==> config.mk <==
export PLATFORM = sky130hd
export DESIGN_NAME = inverter_bist_ctrl_flat
export DESIGN_NICKNAME = d
export VERILOG_FILES = /design/src/rtl/inverter_bist_ctrl_if.sv /design/src/rtl/inverter_bist_ctrl.sv /design/src/flat_wrapper.sv
export SDC_FILE = /design/constraint.sdc
export NUM_CORES = 1
export LEC_CHECK = 0
export ABC_AREA = 1
export BUFFER_PORTS_ARGS = -buffer_cell sky130_fd_sc_hd__buf_4
export CELL_PAD_IN_SITES_DETAIL_PLACEMENT = 0
export CELL_PAD_IN_SITES_GLOBAL_PLACEMENT = 1
export CORE_MARGIN = 4
export CORE_UTILIZATION = 28
export DETAILED_ROUTE_END_ITERATION = 6
export PLACE_DENSITY_LB_ADDON = 0.1
export SKIP_LAST_GASP = 1
export SLEW_MARGIN = 10
export SYNTH_ARGS = -nofsm -noshare
export SYNTH_HDL_FRONTEND = slang
export SYNTH_SLANG_ARGS = --single-unit
==> constraint.sdc <==
create_clock -name clk -period 1.35 [get_ports clk]
set_input_delay 0.2025 -clock clk [delete_from_list [all_inputs] [get_ports clk]]
set_output_delay 0.2025 -clock clk [all_outputs]
set_load 0.01 [all_outputs]
==> src/rtl/inverter_bist_ctrl_if.sv <==
// Signal bundle between the inverter BIST sequencer (slave) and its requester/cell wiring (master).
interface inverter_bist_ctrl_if #(
  parameter int NUM_VECTORS = 4
);
  localparam int FC_W = $clog2(NUM_VECTORS + 1);
  localparam int VI_W = (NUM_VECTORS > 1) ? $clog2(NUM_VECTORS) : 1;

  logic            start;
  logic            resp;
  logic            stim;
  logic            busy;
  logic            done;
  logic            pass;
  logic            mismatch;
  logic [FC_W-1:0] fail_count;
  logic [VI_W-1:0] vec_idx;

  modport master (
    output start, resp,
    input  stim, busy, done, pass, mismatch, fail_count, vec_idx
  );

  modport slave (
    input  start, resp,
    output stim, busy, done, pass, mismatch, fail_count, vec_idx
  );
endinterface

==> src/rtl/inverter_bist_ctrl.sv <==
// Clocked self-checking stimulus sequencer for one inverter cell (stim -> cell -> resp).
// Optional INV_BIST_ABORT_EN: end the run at the first mismatching vector.
module inverter_bist_ctrl #(
  parameter int                     NUM_VECTORS   = 4,
  parameter int                     SETTLE_CYCLES = 2,
  parameter logic [NUM_VECTORS-1:0] PATTERN       = 4'b0101
) (
  input  logic                 clk,
  input  logic                 rst,
  inverter_bist_ctrl_if.slave  bist
);
  localparam int FC_W  = $clog2(NUM_VECTORS + 1);
  localparam int VI_W  = (NUM_VECTORS > 1) ? $clog2(NUM_VECTORS) : 1;
  localparam int CNT_W = (SETTLE_CYCLES > 1) ? $clog2(SETTLE_CYCLES) : 1;

  localparam logic [VI_W-1:0]  VEC_LAST = VI_W'(NUM_VECTORS - 1);
  localparam logic [CNT_W-1:0] CNT_LAST = CNT_W'(SETTLE_CYCLES - 1);

  // IDLE: wait for start | SETTLE: hold stim | CHECK: compare resp | DONE: publish verdict
  typedef enum logic [1:0] {
    IDLE   = 2'd0,
    SETTLE = 2'd1,
    CHECK  = 2'd2,
    DONE   = 2'd3
  } state_t;

  state_t           state_q, state_d;
  logic [CNT_W-1:0] cnt_q, cnt_d;
  logic [VI_W-1:0]  vec_q, vec_d, vec_nxt;
  logic [FC_W-1:0]  fail_q, fail_d;
  logic             stim_q, stim_d;
  logic             pass_q, pass_d;
  logic             busy_c, done_c, mismatch_c;
  logic             resp_bad;

  // A healthy inverter returns the complement, so equality means a fault.
  assign resp_bad = (bist.resp == stim_q);
  assign vec_nxt  = vec_q + VI_W'(1);

  always_ff @(posedge clk) begin
    if (rst) begin
      state_q <= IDLE;
      cnt_q   <= '0;
      vec_q   <= '0;
      fail_q  <= '0;
      stim_q  <= 1'b0;
      pass_q  <= 1'b0;
    end else begin
      state_q <= state_d;
      cnt_q   <= cnt_d;
      vec_q   <= vec_d;
      fail_q  <= fail_d;
      stim_q  <= stim_d;
      pass_q  <= pass_d;
    end
  end

  always_comb begin
    state_d    = state_q;
    cnt_d      = cnt_q;
    vec_d      = vec_q;
    fail_d     = fail_q;
    stim_d     = stim_q;
    pass_d     = pass_q;
    busy_c     = 1'b0;
    done_c     = 1'b0;
    mismatch_c = 1'b0;

    unique case (state_q)
      IDLE: begin
        if (bist.start) begin
          stim_d  = PATTERN[0];
          vec_d   = '0;
          fail_d  = '0;
          pass_d  = 1'b0;
          cnt_d   = '0;
          state_d = SETTLE;
        end
      end

      SETTLE: begin
        busy_c = 1'b1;
        if (cnt_q == CNT_LAST) begin
          state_d = CHECK;
        end else begin
          cnt_d = cnt_q + CNT_W'(1);
        end
      end

      CHECK: begin
        busy_c = 1'b1;
        if (resp_bad) begin
          mismatch_c = 1'b1;
          fail_d     = fail_q + FC_W'(1);
        end
`ifdef INV_BIST_ABORT_EN
        if (resp_bad || (vec_q == VEC_LAST)) begin
`else
        if (vec_q == VEC_LAST) begin
`endif
          state_d = DONE;
        end else begin
          vec_d   = vec_nxt;
          stim_d  = PATTERN[vec_nxt];
          cnt_d   = '0;
          state_d = SETTLE;
        end
      end

      DONE: begin
        done_c  = 1'b1;
        pass_d  = (fail_q == '0);
        state_d = IDLE;
      end

      default: state_d = IDLE;
    endcase
  end

  assign bist.stim       = stim_q;
  assign bist.busy       = busy_c;
  assign bist.done       = done_c;
  assign bist.pass       = pass_q;
  assign bist.mismatch   = mismatch_c;
  assign bist.fail_count = fail_q;
  assign bist.vec_idx    = vec_q;
endmodule
==> src/flat_wrapper.sv <==
// flat-port wrapper written by rule: the top's interface ports become plain ports
module inverter_bist_ctrl_flat 
#(
  parameter int                     NUM_VECTORS   = 4,
  parameter int                     SETTLE_CYCLES = 2,
  parameter logic [NUM_VECTORS-1:0] PATTERN       = 4'b0101
)
  (clk, rst, bist_start, bist_resp, bist_stim, bist_busy, bist_done, bist_pass, bist_mismatch, bist_fail_count, bist_vec_idx);
  inverter_bist_ctrl_if #(.NUM_VECTORS(NUM_VECTORS)) bist_i ();
  input  logic clk;
  input  logic rst;
  input wire logic [$bits(bist_i.start)-1:0] bist_start;
  input wire logic [$bits(bist_i.resp)-1:0] bist_resp;
  output wire logic [$bits(bist_i.stim)-1:0] bist_stim;
  output wire logic [$bits(bist_i.busy)-1:0] bist_busy;
  output wire logic [$bits(bist_i.done)-1:0] bist_done;
  output wire logic [$bits(bist_i.pass)-1:0] bist_pass;
  output wire logic [$bits(bist_i.mismatch)-1:0] bist_mismatch;
  output wire logic [$bits(bist_i.fail_count)-1:0] bist_fail_count;
  output wire logic [$bits(bist_i.vec_idx)-1:0] bist_vec_idx;
  assign bist_i.start = bist_start;
  assign bist_i.resp = bist_resp;
  assign bist_stim = bist_i.stim;
  assign bist_busy = bist_i.busy;
  assign bist_done = bist_i.done;
  assign bist_pass = bist_i.pass;
  assign bist_mismatch = bist_i.mismatch;
  assign bist_fail_count = bist_i.fail_count;
  assign bist_vec_idx = bist_i.vec_idx;
  inverter_bist_ctrl #(.NUM_VECTORS(NUM_VECTORS), .SETTLE_CYCLES(SETTLE_CYCLES), .PATTERN(PATTERN)) u_core (.clk(clk), .rst(rst), .bist(bist_i));
endmodule
==> results of run 1 <==
routing by layer:
layer  vias to the layer above  wire length (µm)
met1                       276               687
met5                         -                 0
met4                         0                17
li1                        336                 -
met2                         7               701
met3                         2                56
through the flow:
stage	TNS, ns	instance area, µm²	cells
3_5_place_dp	-0.0294	797	137
3_3_place_gp	-0.00156	797	137
6_report	0	907	142
5_1_grt	-0.0465	907	142
2_1_floorplan	0	638	92
4_1_cts	-0.00140	861	142
worst max-delay path, cell delays in order (launching register included):
cell and delay, ns:
dfxtp_2 0.34, inv_4 0.10, ha_4 0.14, inv_1 0.04
a21oi_1 0.10, buf_4 0.13
cell families after synthesis:
kind of cell	after synthesis
flip-flops	10
AND/OR/NAND/NOR	44
adder cells (fa/ha/maj)	9
buffers and inverters	16
AO/OA/AOI/OAI	13
repair_timing:
item,4_1_cts,5_1_grt
gates cloned,0,0
endpoints found under the setup margin,9,12
setup buffers,1,0
resized for setup,8,14
pin swaps,1,3
registers in the layout, indices dropped and copies added, names as in the netlist:
signal	flops
u_core.bist.fail_count	3
u_core.cnt_q	1
u_core.bist.pass	1
u_core.state_q	2
u_core.bist.vec_idx	2
u_core.bist.stim	1
where the power goes:
part,leakage (nW),switching (mW),internal [mW]
Clock,0.0210,0.115,0.164
Sequential,0.0828,0.0878,0.389
Combinational,0.326,0.590,0.497
layout make-up:
type	instances	share of cell area [%]
tap	28	3.86
multi-input combinational	66	47.0
sequential	10	22.6
inverter	15	6.76
clock buffer	4	4.00
timing repair buffer	19	15.7
placed cells by master (no fill, tap or decap), types with 3 or more instances in the layout:
cell type / Yosys / layout
buf_4: 0 / 19
nand2_1: 20 / 18
inv_1: 14 / 12
a21oi_1: 9 / 8
nand3_1: 9 / 8
nor2_1: 9 / 8
dfxtp_1: 10 / 8
ha_1: 9 / 5
nand2_2: 2 / 4
clkbuf_4: 0 / 3
worst min-delay path by stage:
stage               from                                  end  cells after the start
finish               rst        u_core.bist.stim$_SDFFE_PP0P_                      2
global route         rst        u_core.bist.stim$_SDFFE_PP0P_                      2
CTS                  rst  u_core.bist.vec_idx[1]$_SDFFE_PP0P_                      2
detailed placement   rst  u_core.bist.vec_idx[1]$_SDFFE_PP0P_                      2
global placement     rst            u_core.cnt_q$_SDFFE_PP0P_                      2
floorplan            rst        u_core.bist.stim$_SDFFE_PP0P_                      1
==> metrics.md, run 1 <==
| Metric | Value |
|---|---|
| Vias in the first global route | `635` |
| Setup CP Type | `reg -> out` |
| Synth Area per Inst | `6.94 µm²` |
| Worst hold margin | `0.139 ns` |
| Drt first pass iters | `4` |
| Initial Util | `29.1%` |
| Setup Skew | `~0.0021 ns` |
| YS warnings | `0` |
| FF-to-FF path depth | `8` |
| Synth cell count leaders | `nand2_1 (20), inv_1 (14), dfxtp_1 (10)` |
| Area occupied by multi-input gates | `approximately 430 µm²` |
| Die W | `55.7 µm` |
| VDD IR max | `0.844 mV` |
| XOR/XNOR Fraction of Synth Area | `0%` |
| Met3 Use GR | `2.55%` |
| Tot Pwr | `1.84 mW` |
| Cell with the most instances after synthesis | `nand2_1` |
| TritonCTS clock tree | `yes` |
| Gr busiest metal | `met2` |
| Met2 Usage GRT | `16.4%` |
| Yosys cell types | `14` |
| Synth Area in Simple Gates | `a little over 30%` |
| Crit share post-route | `98.3%` |
| H-tree levels | `1` |
| Critical Path AT | `roughly 1.1 ns` |
| Synth top area cells | `dfxtp_1 (31%), ha_1 (18%), nand2_1 (12%)` |
| Num CTS Buffers | `3` |
| Syn_nets | `105` |
| DPL Wire Length | `between 1 and 1.5 mm` |
| Post-route ant nets | `0` |
| Yosys top cell area share | `between 30% and 40%` |
| First-pass GRT wire length | `2.70 mm` |
| Mapped Cells | `92` |
| DR DRC count | `0` |
| Top Ports | `14` |
| Mux contribution to synthesized area | `0%` |
| Register area | `205 µm²` |
| R2R setup slack | `0.06 ns` |
| Leak Pwr | `0.430 nW` |
| Worst relative slew slack | `83.5%` |
| Crit start category | `register` |
| Chip height | `55.7 µm` |
| Vias | `approximately 620` |
| GRT Resource Usage Total | `10.9%` |
| Antenna cell count | `0` |
| Critical R2R Launch | `u_core.state_q[0]$_SDFFE_PP0P_` |
| CP Data Required Time | `~1.2 ns` |
| Register area share after synthesis | `between 30% and 40%` |
| Clk Tree Root Cell | `clkbuf_4` |
| Clk sinks | `10` |
| Tightest Pin Transition | `0.245 ns` |
| Outcome | `complete, no violations` |
| DR vias/cell | `~4.4` |
| Port-buffer cells | `13` |
| Worst Path Max Fanout | `6` |
| Final Slew Violations | `0` |
| GRT Residual Overflow | `0` |
| CTS Hold Buffers Added | `0` |
| RSZ-0062 raised after global routing | `yes` |
| Post-Syn Area | `638 µm²` |
| Placement Setup Slack | `-0.0279 ns` |
| Main synth FF type | `dfxtp_1` |
| Number of DRC markers in iteration 0 | `14` |
| Met1 GRT Util | `14.0%` |
| Worst-Skew Late Latency | `0.27 ns` |
| Drt total wl | `about 1.5 mm` |
| R2R Path End | `u_core.state_q[1]$_SDFFE_PP0P_` |
| Endpoints failing hold | `0` |
| Share of cells above drive strength 1 | `36.8%` |
| Layout Utilization | `41.4%` |
| Final setup viols | `0` |
| Initial antenna violation count | `0` |
| Compound-Gate Fraction of Synth Area | `10.2%` |
| HP Class | `in -> reg` |
| Synthesis-stage register bit count | `10` |
| Core Rows | `17` |
| Post-Synth Adder-Cell Area | `17.6%` |
| Deepest clock path buffer count | `2` |
| Final Net Count | `between 100 and 150` |
| Pwr Density | `2030 nW/µm²` |
| Core Region | `2190 µm²` |
| Synth async-reset ratio | `0%` |
| Fillcell total | `237` |
| Max Cap Viol | `0` |
| Fin worst setup slack | `0.0236 ns` |
| Worst Setup SP | `u_core.state_q[0]$_SDFFE_PP0P_` |
| Routability-driven placement congestion ratio | `0.714` |
| Post-synth top area cell | `dfxtp_1` |
| Die area | `slightly above 3000 µm²` |
| Largest net degree at the start of global routing | `7` |
| Layout area overhead | `42.2%` |
| Crit. End Element | `output port` |
| Per-cell routed wire length | `slightly above 10 µm` |
| Period minus WS final | `roughly 1.3 ns` |
| Clock-pin transition on the worst setup and hold timing paths | `about 0.070 ns` |
| Fmax | `754 MHz` |
| Largest family of logic cells by synthesized area | `simple AND/OR/NAND/NOR gates` |
| EDFF count, synth | `0` |
| Worst Setup EP | `bist_mismatch` |
Note: power is estimated with default switching activity, not from simulation.
==> run 2: changes to the inputs <==
Settings changed: ABC_AREA 1 to default.
==> run 2 against run 1 <==
Sequential power is 9.6% lower. First-iteration DRC count fell by 79%. Utilization rose by 6.9 points. Clock power about the same. Register-to-register slack got worse by 0.07 ns. Sequential share of layout area shrank 1.8 points. Largest cell class unchanged. Die area fell by 1.0%. The flow now finishes with violations (negative setup slack).
==> metrics.md, run 2 <==
| Metric | Value |
|---|---|
| Vias in the first global route | `585 (was 635)` |
| Final Slew Violations | `0 (unchanged)` |
| Clk sinks | `10 (unchanged)` |
| GRT Resource Usage Total | `10.8% (was 10.9%)` |
| Drt total wl | `1.54 mm (was 1.46 mm)` |
| HP Class | `in -> reg (unchanged)` |
| Outcome | `complete, but fails checks (was complete, no violations)` |
| Cell with the most instances after synthesis | `dfxtp_1 (was nand2_1)` |
| Area after DPL | `846 µm² (was 797 µm²)` |
| Die area | `3080 µm² (was 3110 µm²)` |
| Routed wire length on met3 | `59 µm (was 56 µm)` |
| Crit. End Element | `register (was output port)` |
| Setup_tns | `-0.0122 ns (was 0 ns)` |
| Core Rows | `16 (was 17)` |
| Largest register FFs | `3 (unchanged)` |
| YS warnings | `0 (unchanged)` |
| Layout Cells excl Fill | `124 (was 142)` |
| Worst Path Max Fanout | `4 (was 6)` |
| Met2 routed WL | `697 µm (was 701 µm)` |
| Mapped Cells | `69 (was 92)` |
| Slowest CP cell | `or4_1 (was dfxtp_2)` |
| Worst relative slew slack | `80.5% (was 83.5%)` |
| Final Net Count | `111 (was 128)` |
| Initial antenna violation count | `0 (unchanged)` |
| RSZ-0062 raised after global routing | `yes (unchanged)` |
| Crit start category | `register (unchanged)` |
| Routability-driven placement congestion ratio | `0.765 (was 0.714)` |
| Violated checks | `negative setup slack` |
| Largest net degree at the start of global routing | `14 (was 7)` |
| Post-route ant nets | `0 (unchanged)` |
| Critical Path AT | `1.56 ns (was 1.12 ns)` |
| Placement Setup Slack | `-0.0191 ns (was -0.0279 ns)` |
| Port-buffer cells | `13 (unchanged)` |
| Highest Signal Layer | `met4 (unchanged)` |
| Delay-heaviest family, CP | `simple AND/OR/NAND/NOR gates (was flip-flops)` |
| Area occupied by multi-input gates | `488 µm² (was 427 µm²)` |
| Synth Area per Inst | `9.14 µm² (was 6.94 µm²)` |
| Post-route cell area | `987 µm² (was 907 µm²)` |
| Worst hold margin | `0.199 ns (was 0.139 ns)` |
| Post-synth top area cell | `dfxtp_1 (unchanged)` |
| Die W | `55.5 µm (was 55.7 µm)` |
| VDD IR max | `1.26 mV (was 0.844 mV)` |
| Leak Pwr | `0.397 nW (was 0.430 nW)` |
| Chip height | `55.5 µm (was 55.7 µm)` |
| Register area | `205 µm² (unchanged)` |
| Yosys top cell area share | `31.7% (was 31.4%)` |
| WP buf/inv | `1 (was 3)` |
| Synth top area cells | `dfxtp_1 (32%), ha_1 (18%), mux2i_1 (6.3%) (was dfxtp_1 (31%), ha_1 (18%), nand2_1 (12%))` |
| Cells after DPL | `117 (was 137)` |
| Setup CP Type | `reg -> reg (was reg -> out)` |
| Syn_nets | `82 (was 105)` |
| Critical Path, Cell by Cell | `inv_2, ha_2, nor2b_1, or4_1, a21oi_1 (was inv_4, ha_4, inv_1, a21oi_1, buf_4)` |
| Fillcell total | `223 (was 237)` |
| Synth cell count leaders | `dfxtp_1 (10), ha_1 (9), a21oi_1 (6), nand2b_1 (6), inv_1 (5) (was nand2_1 (20), inv_1 (14), dfxtp_1 (10))` |
| DPL Wire Length | `1.18 mm (was 1.15 mm)` |
| Tightest Pin Transition | `0.291 ns (was 0.245 ns)` |
| CP Data Required Time | `1.55 ns (was 1.15 ns)` |
| Clock-pin transition on the worst setup and hold timing paths | `0.07 ns (about the same)` |
| Number of DRC markers in iteration 0 | `3 (was 14)` |
| Share of cells above drive strength 1 | `50.5% (was 36.8%)` |
| Num CTS Buffers | `3 (unchanged)` |
| Pwr Density | `1770 nW/µm² (was 2030 nW/µm²)` |
| Peak per-stage delay on the critical path | `0.40 ns (was 0.34 ns)` |
| Clk Tree Root Cell | `clkbuf_4 (unchanged)` |
| Tot Pwr | `1.75 mW (was 1.84 mW)` |
| Crit share post-route | `101% (was 98.3%)` |
| Per-cell routed wire length | `12.5 µm (was 10.3 µm)` |
| Fmax | `735 MHz (was 754 MHz)` |
| Initial Util | `30.9% (was 29.1%)` |
| Deepest clock path buffer count | `2 (unchanged)` |
| Layout area overhead | `56.5% (was 42.2%)` |
| Register area share after synthesis | `31.7% (was 31.4%)` |
| Most common cell after layout, fill and taps aside | `buf_4 (unchanged)` |
| Drt first pass iters | `4 (unchanged)` |
| GRT Residual Overflow | `0 (unchanged)` |
| Highest-count cells in the layout ignoring fill and taps | `buf_4 (22), dfxtp_1 (8), nand2b_1 (5), a21oi_1 (5), ha_2 (4) (was buf_4 (19), nand2_1 (18), inv_1 (12))` |
| DR DRC count | `0 (unchanged)` |
| Endpoints failing hold | `0 (unchanged)` |
| Period minus WS final | `1.36 ns (was 1.33 ns)` |
| Synth async-reset ratio | `0% (unchanged)` |
| Fin worst setup slack | `-0.00988 ns (was 0.0236 ns)` |
| Layout Utilization | `48.3% (was 41.4%)` |
| Yosys cell types | `25 (was 14)` |
| Vias | `595 (was 621)` |
| EDFF count, synth | `0 (unchanged)` |
| Final setup viols | `2 (was 0)` |
| Antenna cell count | `0 (unchanged)` |
| Setup Skew | `0.00280 ns (was 0.00210 ns)` |
| DR vias/cell | `4.80 (was 4.37)` |
| H-tree levels | `1 (unchanged)` |
| Synthesis-stage register bit count | `10 (unchanged)` |
| Worst-Skew Late Latency | `0.27 ns (about the same)` |
| Main synth FF type | `dfxtp_1 (unchanged)` |
| TritonCTS clock tree | `yes (unchanged)` |
| Top Ports | `14 (unchanged)` |
| Core Region | `2040 µm² (was 2190 µm²)` |
| Max Cap Viol | `0 (unchanged)` |
| First-pass GRT wire length | `2.67 mm (was 2.70 mm)` |
| Post-Syn Area | `631 µm² (was 638 µm²)` |
| Metal-1 WL | `773 µm (was 687 µm)` |
==> run 2: cell count changes in the layout (fill, tap and decap cells not counted), sizes merged, moves of 4 or more <==
cell    change
nand2b      +6
o21ai       -4
inv         -9
nor2        -8
buf         +6
nand2      -20
nand3       -9
mux2i       +4
==> run 2: repair_timing <==
item                       in CTS  in global routing
resized for setup               5                 14
setup endpoints to repair       9                 12
hold buffers                    0                  0
pin swaps                       4                  9
setup buffers                   2                  2
cloned                          0                  0
==> run 2: kinds of logic (layout without fill, tap and decap cells) <==
family / Yosys count / count (layout) / synth area share, %
AOI/OAI and AO/OA: 16 / 16 / 17.3
and+or+nand+nor: 22 / 22 / 21.2
xor gates and xnor gates: 1 / 1 / 1.39
adders and majority gates: 9 / 9 / 17.9
buffers and inverters: 7 / 35 / 4.17
DFF: 10 / 10 / 31.7
muxes: 4 / 4 / 6.35
==> run 2: worst register-to-register path: cells and delay by family, from the launching register on <==
family	cells	cell delay, ns
AND/OR/NAND/NOR	2	0.55
flip-flops	1	0.38
adder cells (fa/ha/maj)	1	0.19
AO/OA/AOI/OAI	1	0.13
buffers and inverters	1	0.05
==> run 2: final timing paths <==
kind	start	to	slack, ns	depth (start not counted)
worst min register to register	u_core.bist.pass$_SDFFE_PP0P_	u_core.bist.pass$_SDFFE_PP0P_	0.47	2
worst min-delay path	rst	u_core.cnt_q$_SDFFE_PP0P_	0.20	2
worst max register to register	u_core.state_q[1]$_SDFFE_PP0P_	u_core.bist.vec_idx[0]$_SDFFE_PP0P_	-0.01	5
worst max-delay path	u_core.state_q[1]$_SDFFE_PP0P_	u_core.bist.vec_idx[0]$_SDFFE_PP0P_	-0.01	5
==> run 2: routing by layer <==
layer,track usage [%],vias to the layer above
met4,3.13,0
met1,14.5,273
li1,-,309
met2,15.9,11
met3,3.96,2
met5,0,-
==> run 2: area by class of cell <==
class / instances / area share (%)
flip-flops and latches: 10 / 20.8
multi-input cells: 52 / 49.4
clock buffers: 4 / 3.68
well taps: 27 / 3.42
inverters: 6 / 2.53
repair buffers: 25 / 20.2
==> run 2: report_power, final <==
part	switching [mW]	internal (mW)
registers	0.0646	0.366
logic	0.505	0.540
clock network	0.112	0.164
==> run 3: changes to the inputs <==
Settings changed: CORE_UTILIZATION 28 to 34.
==> run 3 against run 2 <==
Combinational power is 9% higher. Critical path depth is 1 higher. Worst hold slack worse by 0.025 ns. Cell count is 0.81% lower. Largest power group unchanged. First-iteration DRC count is 67% higher. Register-to-register slack worse by 0.03 ns. Highest routed layer unchanged. Sequential power hardly changed. Critical path type unchanged. The flow still finishes with violations (negative setup slack). Non-clock buffer count is 1 higher.
==> metrics.md, run 3 (same netlist as run 2, synthesis figures left out) <==
| Metric | Value |
|---|---|
| Crit start category | `register (unchanged)` |
| Cells after DPL | `116 (was 117)` |
| Clock-pin transition on the worst setup and hold timing paths | `0.08 ns (was 0.07 ns)` |
| Drt first pass iters | `4 (unchanged)` |
| Fin worst setup slack | `-0.0349 ns (was -0.00988 ns)` |
| First-pass GRT wire length | `2.78 mm (was 2.67 mm)` |
| Initial antenna violation count | `0 (unchanged)` |
| HP Class | `in -> reg (unchanged)` |
| Final Net Count | `112 (was 111)` |
| Final Slew Violations | `0 (unchanged)` |
| GRT Resource Usage Total | `14.5% (was 10.8%)` |
| Period minus WS final | `1.38 ns (was 1.36 ns)` |
| Cell internal pwr | `1.11 mW (was 1.07 mW)` |
| Largest register FFs | `3 (unchanged)` |
| Combinational share of power | `61.1% (was 59.6%)` |
| Vias | `630 (was 595)` |
| Fmax | `722 MHz (was 735 MHz)` |
| Pwr Density | `1810 nW/µm² (was 1770 nW/µm²)` |
| Crit. End Element | `register (unchanged)` |
| Violated checks | `negative setup slack (unchanged)` |
| Highest-count cells in the layout ignoring fill and taps | `buf_4 (24), dfxtp_1 (8), nand2b_1 (6) (was buf_4 (22), dfxtp_1 (8), nand2b_1 (5), a21oi_1 (5), ha_2 (4))` |
| Worst relative slew slack | `83.5% (was 80.5%)` |
| Reg power frac | `23.5% (was 24.6%)` |
| Chip height | `51.1 µm (was 55.5 µm)` |
| Layout Utilization | `58.3% (was 48.3%)` |
| Post-route ant nets | `0 (unchanged)` |
| DR vias/cell | `5.12 (was 4.80)` |
| Tot Pwr | `1.85 mW (was 1.75 mW)` |
| Layout area overhead | `61.3% (was 56.5%)` |
| GRT Residual Overflow | `0 (unchanged)` |
| Slowest CP cell | `dfxtp_4 (was or4_1)` |
| Leak Pwr | `0.405 nW (was 0.397 nW)` |
| Clock power share | `15.4% (was 15.8%)` |
| Vias in the first global route | `590 (was 585)` |
| Top Ports | `14 (unchanged)` |
| Drt total wl | `1.70 mm (was 1.54 mm)` |
| VDD IR max | `0.927 mV (was 1.26 mV)` |
| Number of DRC markers in iteration 0 | `5 (was 3)` |
| Placement Setup Slack | `-0.0845 ns (was -0.0191 ns)` |
| Die area | `2610 µm² (was 3080 µm²)` |
| Fillcell total | `156 (was 223)` |
| Setup CP Type | `reg -> reg (unchanged)` |
| Critical Path, Cell by Cell | `inv_2, buf_4, ha_4, or2_1, a31oi_1, a311oi_1 (was inv_2, ha_2, nor2b_1, or4_1, a21oi_1)` |
| Routability-driven placement congestion ratio | `0.719 (was 0.765)` |
| Delay-heaviest family, CP | `flip-flops (was simple AND/OR/NAND/NOR gates)` |
| Max Cap Viol | `0 (unchanged)` |
| CTS Hold Buffers Added | `0 (unchanged)` |
| Outcome | `complete, but fails checks (unchanged)` |
| Endpoints failing hold | `0 (unchanged)` |
| Tightest Pin Transition | `0.247 ns (was 0.291 ns)` |
| CP Data Required Time | `1.50 ns (was 1.55 ns)` |
| P_sw | `0.737 mW (was 0.682 mW)` |
| Crit share post-route | `103% (was 101%)` |
| Largest net degree at the start of global routing | `14 (unchanged)` |
| Peak per-stage delay on the critical path | `0.37 ns (was 0.40 ns)` |
| Worst Path Max Fanout | `3 (was 4)` |
| Core Rows | `15 (was 16)` |
| Deepest clock path buffer count | `2 (unchanged)` |
| Num CTS Buffers | `3 (unchanged)` |
| Share of cells above drive strength 1 | `52.0% (was 50.5%)` |
| DPL Wire Length | `1.14 mm (was 1.18 mm)` |
| Clk sinks | `10 (unchanged)` |
| Core Region | `1750 µm² (was 2040 µm²)` |
| Initial Util | `36.1% (was 30.9%)` |
| Port-buffer cells | `13 (unchanged)` |
| TritonCTS clock tree | `yes (unchanged)` |
| WP buf/inv | `2 (was 1)` |
| Setup Skew | `0.00623 ns (was 0.00280 ns)` |
| Worst-Skew Late Latency | `0.27 ns (about the same)` |
| DR DRC count | `0 (unchanged)` |
| Final setup viols | `2 (unchanged)` |
| Post-route cell area | `1020 µm² (was 987 µm²)` |
| Net switching share of the total power | `39.9% (was 38.9%)` |
| Antenna cell count | `0 (unchanged)` |
| Critical Path AT | `1.54 ns (was 1.56 ns)` |
| RSZ-0062 raised after global routing | `yes (unchanged)` |
| Die W | `51.1 µm (was 55.5 µm)` |
| Most common cell after layout, fill and taps aside | `buf_4 (unchanged)` |
| Area after DPL | `851 µm² (was 846 µm²)` |
| Clk Tree Root Cell | `clkbuf_4 (unchanged)` |
| Per-cell routed wire length | `13.8 µm (was 12.5 µm)` |
| Layout Cells excl Fill | `123 (was 124)` |
| H-tree levels | `1 (unchanged)` |
-- run 3: power by group through the flow --
| stage | Clock (mW) | Sequential [mW] | Combinational, mW |
|---|---|---|---|
| 2_1_floorplan | 0 | 0.445 | 0.480 |
| 3_3_place_gp | 0 | 0.424 | 0.872 |
| 3_5_place_dp | 0 | 0.431 | 0.862 |
| 4_1_cts | 0.293 | 0.426 | 0.979 |
| 5_1_grt | 0.306 | 0.443 | 1.23 |
| 6_report | 0.285 | 0.433 | 1.13 |
-- run 3: what timing repair did --
item / in CTS / in global routing
resized for setup: 7 / 17
setup endpoints to repair: 10 / 12
buffers inserted: 3 / 0
pin swaps: 4 / 10
-- run 3: layout make-up --
class / instances / area, µm² / area share [%]
Clock buffer: 4 / 36.3 / 3.57
Inverter: 6 / 25.0 / 2.46
Multi-Input combinational cell: 52 / 517 / 50.8
Sequential cell: 10 / 205 / 20.2
Tap cell: 25 / 31.3 / 3.08
Timing Repair Buffer: 26 / 203 / 19.9
-- run 3: path summary, 6_finish.rpt --
path / startpoint / to / slack (ns) / cells past startpoint
worst max-delay path: u_core.state_q[1]$_SDFFE_PP0P_ / u_core.bist.stim$_SDFFE_PP0P_ / -0.03 / 6
worst min-delay path: rst / u_core.bist.vec_idx[0]$_SDFFE_PP0P_ / 0.17 / 2
worst max register to register: u_core.state_q[1]$_SDFFE_PP0P_ / u_core.bist.stim$_SDFFE_PP0P_ / -0.03 / 6
worst min register to register: u_core.bist.pass$_SDFFE_PP0P_ / u_core.bist.pass$_SDFFE_PP0P_ / 0.46 / 2
-- run 3: through the flow --
| stage | hold slack (ns) | setup TNS, ns |
|---|---|---|
| after detailed placement | 0.449 | -0.195 |
| after floorplan | 0.382 | 0 |
| after CTS | 0.179 | -0.148 |
| after global routing | 0.183 | -0.310 |
| after global placement | 0.446 | -0.0435 |
| final | 0.174 | -0.0563 |
-- run 3: routing by layer --
layer  vias up  routed length (µm)  track usage (%)
li1        313                   -                -
met1       301                 768             17.8
met5         -                   0                0
met4         0                  12             4.04
met2        14                 830             23.8
met3         2                  82             5.25
